[config.mk]
export PLATFORM = sky130hd
export DESIGN_NAME = square_spawn_ctrl
export DESIGN_NICKNAME = d
export VERILOG_FILES = /design/src/rtl/square_spawn_ctrl.sv
export SDC_FILE = /design/constraint.sdc
export NUM_CORES = 1
export LEC_CHECK = 0
export ABC_AREA = 1
export CAP_MARGIN = 20
export CORE_AREA = 5 5 504 506
export DETAILED_ROUTE_END_ITERATION = 12
export DIE_AREA = 0 0 509 511
export PLACE_DENSITY = 0.33
export RECOVER_POWER = 50
export SLEW_MARGIN = 20
export SYNTH_ARGS = -nofsm -noshare
export SYNTH_HDL_FRONTEND = slang
export SYNTH_SLANG_ARGS = --single-unit
[constraint.sdc]
create_clock -name clk -period 5.99 [get_ports clk]
set_input_delay 1.198 -clock clk [delete_from_list [all_inputs] [get_ports clk]]
set_output_delay 1.198 -clock clk [all_outputs]
set_load 0.02 [all_outputs]
[src/rtl/square_spawn_ctrl.sv]
// square_spawn_ctrl: game-flow FSM spawning squares on a frame schedule; define SQ_CTRL_PAUSE_EN to add a pause input/state
module square_spawn_ctrl #(
  parameter int MAX_SQUARES       = 16,
  parameter int INIT_INTERVAL     = 120,
  parameter int MIN_INTERVAL      = 30,
  parameter int INTERVAL_STEP     = 10,
  parameter int SQUARES_PER_LEVEL = 4
) (
  input  logic                      clk,
  input  logic                      reset,
  input  logic                      refresh_tick,
  input  logic                      start,
  input  logic                      collision,
`ifdef SQ_CTRL_PAUSE_EN
  input  logic                      pause,
`endif
  input  logic [MAX_SQUARES*40-1:0] position_next,
  output logic [MAX_SQUARES*40-1:0] position,
  output logic                      status,
  output logic [5:0]                num_squares,
  output logic [3:0]                level,
  output logic                      game_over
);
  localparam logic [1:0] IDLE = 2'd0, PLAY = 2'd1, OVER = 2'd2;
`ifdef SQ_CTRL_PAUSE_EN
  localparam logic [1:0] PAUSE = 2'd3;
`endif
  localparam logic [5:0] MAX_N  = 6'(MAX_SQUARES);
  localparam logic [7:0] INIT_I = 8'(INIT_INTERVAL);
  localparam logic [7:0] MIN_I  = 8'(MIN_INTERVAL);
  localparam logic [7:0] STEP_I = 8'(INTERVAL_STEP);
  localparam logic [7:0] SPL_M  = 8'(SQUARES_PER_LEVEL - 1);
  localparam logic [8:0] FLOOR  = 9'(MIN_INTERVAL + INTERVAL_STEP);
  logic [1:0] state;
  logic [7:0] cnt, interval, smod;
  logic       wrap, spawn, lvl_up;
  // spawn happens when the frame counter wraps and a slot is still free
  always_comb begin
    wrap   = cnt == interval - 8'd1;
    spawn  = wrap && num_squares < MAX_N;
    lvl_up = spawn && smod == SPL_M;
  end
  // game state, spawn schedule and registered outputs
  always_ff @(posedge clk)
    if (!reset) begin
      state       <= IDLE;
      position    <= '0;
      status      <= 1'b0;
      num_squares <= '0;
      level       <= '0;
      game_over   <= 1'b0;
      cnt         <= '0;
      interval    <= INIT_I;
      smod        <= '0;
    end else begin
      case (state)
        IDLE, OVER: if (start) begin
          state       <= PLAY;
          position    <= '0;
          status      <= 1'b1;
          num_squares <= 6'd1;
          level       <= '0;
          game_over   <= 1'b0;
          cnt         <= '0;
          interval    <= INIT_I;
          smod        <= '0;
        end
        PLAY: if (collision) begin
          state     <= OVER;
          status    <= 1'b0;
          game_over <= 1'b1;
        end
`ifdef SQ_CTRL_PAUSE_EN
        else if (pause) begin
          state  <= PAUSE;
          status <= 1'b0;
        end
`endif
        else if (refresh_tick) begin
          position <= position_next;
          cnt      <= wrap ? '0 : cnt + 8'd1;
          if (spawn) begin
            num_squares <= num_squares + 6'd1;
            smod        <= lvl_up ? '0 : smod + 8'd1;
          end
          if (lvl_up) begin
            level    <= level == 4'hf ? level : level + 4'd1;
            interval <= {1'b0, interval} >= FLOOR ? interval - STEP_I : MIN_I;
          end
        end
`ifdef SQ_CTRL_PAUSE_EN
        PAUSE: if (pause) begin
          state  <= PLAY;
          status <= 1'b1;
        end
`endif
        default: state <= IDLE;
      endcase
    end
endmodule

==> metrics.md <==
| Metric | Value |
|---|---|
| Fin nets | `4835` |
| Pre-CTS setup slack | `1.57 ns` |
| # Post-CTS Setup Buffers | `0` |
| Commonest non-fill, non-tap cell in the layout | `nor2_1` |
| Clk pin slew, worst setup/hold paths | `0.06 ns` |
| Final min period | `4.61 ns` |
| CP Class | `in -> reg` |
| Worst setup EP type | `register` |
| Antenna-violating nets left | `0` |
| Fmax achieved | `217 MHz` |
| Seq pwr share | `36.6%` |
| Most frequent cells in the layout | `nor2_1, clkdlybuf4s50_1, dfxtp_1` |
| Die Y | `511 microns` |
| Syn avg cell area | `7.98 sq um` |
| Dpl cells | `7434` |
| Port Buffer Count | `1296` |
| Via-to-Cell Ratio | `3.46` |
| Placer Congestion | `0.907` |
| Post-Synth XOR/XNOR Area | `0.665%` |
| CTS root buffer | `clkbuf_16` |
| Ys Warns | `0` |
| CP startpoint kind | `primary input` |
| Global-route wire length before repair | `270000 microns` |
| Worst skew pair latency | `0.73 ns` |
| Post-synthesis mux area share | `0%` |
| Simple-Gate Fraction of Synth Area | `21.7%` |
| Maximum vdd ir drop | `0.208 mV` |
| Max transition margin | `-33.4%` |
| Layout cells sized above 1 | `4.49%` |
| Synth Net Count | `3623` |
| RSZ-0062 raised after global routing | `no` |
| Post-Route Skew | `0.0523 ns` |
| Antenna violations before repair | `200` |
| FF+latch count, synth | `677` |
| Final Hold Fails | `0` |
| Power Density | `308 mW/mm^2` |
| Post-Synth Adder-Cell Area | `0.264%` |
| Hold Crit Class | `reg -> reg` |
| # setup viols final | `0` |
| Clock share of power | `45.7%` |
| Initial Utilization | `9.50%` |
| # IOs | `1297` |
| Fin worst setup slack | `1.38 ns` |
| Fin. max-slew vios | `13` |
| Critical Path RT | `6.61 ns` |
| Gr usage total | `15.5%` |
| Largest family of logic cells by synthesized area | `simple AND/OR/NAND/NOR gates` |
| Die ar. | `0.260 sq mm` |
| Synth Area in Compound Gates | `15.8%` |
| Die W | `509 microns` |
| # DRC | `0` |
| Netlist cell types | `30` |
| Leakage | `17.8 nW` |
| Max_cap viols | `1` |
| Worst EP arrival | `5.23 ns` |
| Area Growth Syn to Fin | `84.9%` |
| Finished Layout Cells | `7641` |
| Hold WS | `0.461 ns` |
| Via Count | `26459` |
| Net Sw Frac | `30.3%` |
| Num Clock Sinks | `677` |
| Failing checks | `capacitance limit, slew limit` |
| Inserted Clock Buffers | `97` |
| Outcome | `finished with violations` |
| Congestion Overflow GR | `0` |
| Total power | `0.0135 W` |
| Crit share post-route | `77.0%` |
| Int Pwr | `0.00942 W` |
| Hold buffers post-CTS | `0` |
| PostCTS Resize Cnt | `0` |
| Comb pwr share | `17.7%` |
| H-tree levels | `3` |
| Largest net degree at the start of global routing | `176` |
| Gate Count Post-Synth | `2973` |
| Initial DRC count | `1738` |
| Tightest Pin Transition | `1.99 ns` |
| Standard-cell row count | `184` |
| CTS tree | `yes` |
| Crit-path max FO | `37` |
| TNS Setup | `0 ns` |
| Vias in the first global route | `26130` |
| Post-DR wirelength/cell | `27.7 microns` |
| NetSw | `0.00409 W` |
| Post-Route WL | `211000 microns` |
| Max Root-Sink Buffers | `3` |
| HPWL after DPL | `173000 microns` |
| Core ar. | `0.250 sq mm` |
| TritonRoute pass-1 iters | `5` |
| Seq/Total Area, Yosys | `57.1%` |
| Mapped Area | `0.0237 sq mm` |
## state kept, by name (all words and copies together), names as in the netlist
signal and count:
game_over 1, interval 7, state 2, level 4, smod 8, status 1, position 640, num_squares 6
cnt 8
## per-stage QoR
stage	util (%)	area, sq um
2_1_floorplan	-	23700
3_3_place_gp	16.2	40500
3_5_place_dp	16.2	40500
4_1_cts	17.6	43800
5_1_grt	17.5	43800
6_report	17.6	43900
## path summary, 6_finish.rpt
| kind | endpoint | cells after the start | start | slack, ns |
|---|---|---|---|---|
| setup / recovery | position[70] | 6 | reset | 1.38 |
| hold / removal | interval[7] | 2 | interval[7] | 0.46 |
| setup reg to reg | position[324] | 10 | state[0] | 1.40 |
| hold reg to reg | interval[7] | 2 | interval[7] | 0.46 |
## layer usage
metal / up-vias / track usage [%] / wire length, microns
li1: 12229 / - / -
met1: 12408 / 18.6 / 86700
met2: 1308 / 24.1 / 91300
met3: 360 / 9.15 / 28200
met4: 154 / 2.65 / 4170
met5: - / 0 / 1030
## kinds of logic after synthesis
family,count (synthesis)
AND/OR/NAND/NOR,1339
flip-flops,677
AO/OA/AOI/OAI,676
buffers and inverters,258
XOR/XNOR,18
adder cells (fa/ha/maj),5
## critical path, stage by stage
cell and delay (ns):
dlygate4sd3_1 0.95, inv_6 0.26, nor2_1 1.55, clkbuf_1 0.86, o21ai_0 0.25, nor2_1 0.13
## synth_stat cells
cell type	number	area (sq um)
buf_6	1	11.3
nor2_8	1	20.0
nor2_1	1199	4500
o21ai_1	58	290
o21ai_2	2	17.5
nand4_1	5	31.3
nand2_1	87	327
xnor2_1	4	35.0
nand3b_1	1	7.51
a21oi_1	23	115
inv_2	5	18.8
o21ai_0	456	2280
nand3_1	36	180
nor2_4	1	11.3
a21oi_2	2	17.5
ha_1	5	62.6
o211ai_1	1	7.51
nor3b_1	3	22.5
clkbuf_1	145	544
dfxtp_1	677	13600
xor2_1	14	123
a22oi_1	132	991
nor4_1	1	6.26
a32oi_1	2	17.5
and2_1	1	6.26
inv_1	30	113
nor3b_2	1	12.5
buf_1	6	22.5
nor3_1	3	15.0
buf_2	71	355
## layout make-up
class | instances | area [sq um]
clock buffer | 138 | 2770
inverter | 35 | 144
multi-input combinational | 2038 | 9090
fill | 28211 | 206000
sequential | 677 | 13600
clock inverter | 33 | 539
timing repair buffer | 1336 | 13500
antenna | 36 | 90.1
tap | 3348 | 4190
## power groups by stage
| stage | registers, W | logic [W] | clock network [W] |
|---|---|---|---|
| floorplan | 0.00533 | 0.000651 | 0 |
| global placement | 0.00505 | 0.00254 | 0 |
| detailed placement | 0.00505 | 0.00254 | 0 |
| CTS | 0.00496 | 0.00255 | 0.00646 |
| global route | 0.00498 | 0.00257 | 0.00658 |
| finish | 0.00495 | 0.00239 | 0.00617 |
Power figures use the tool's default switching activity.
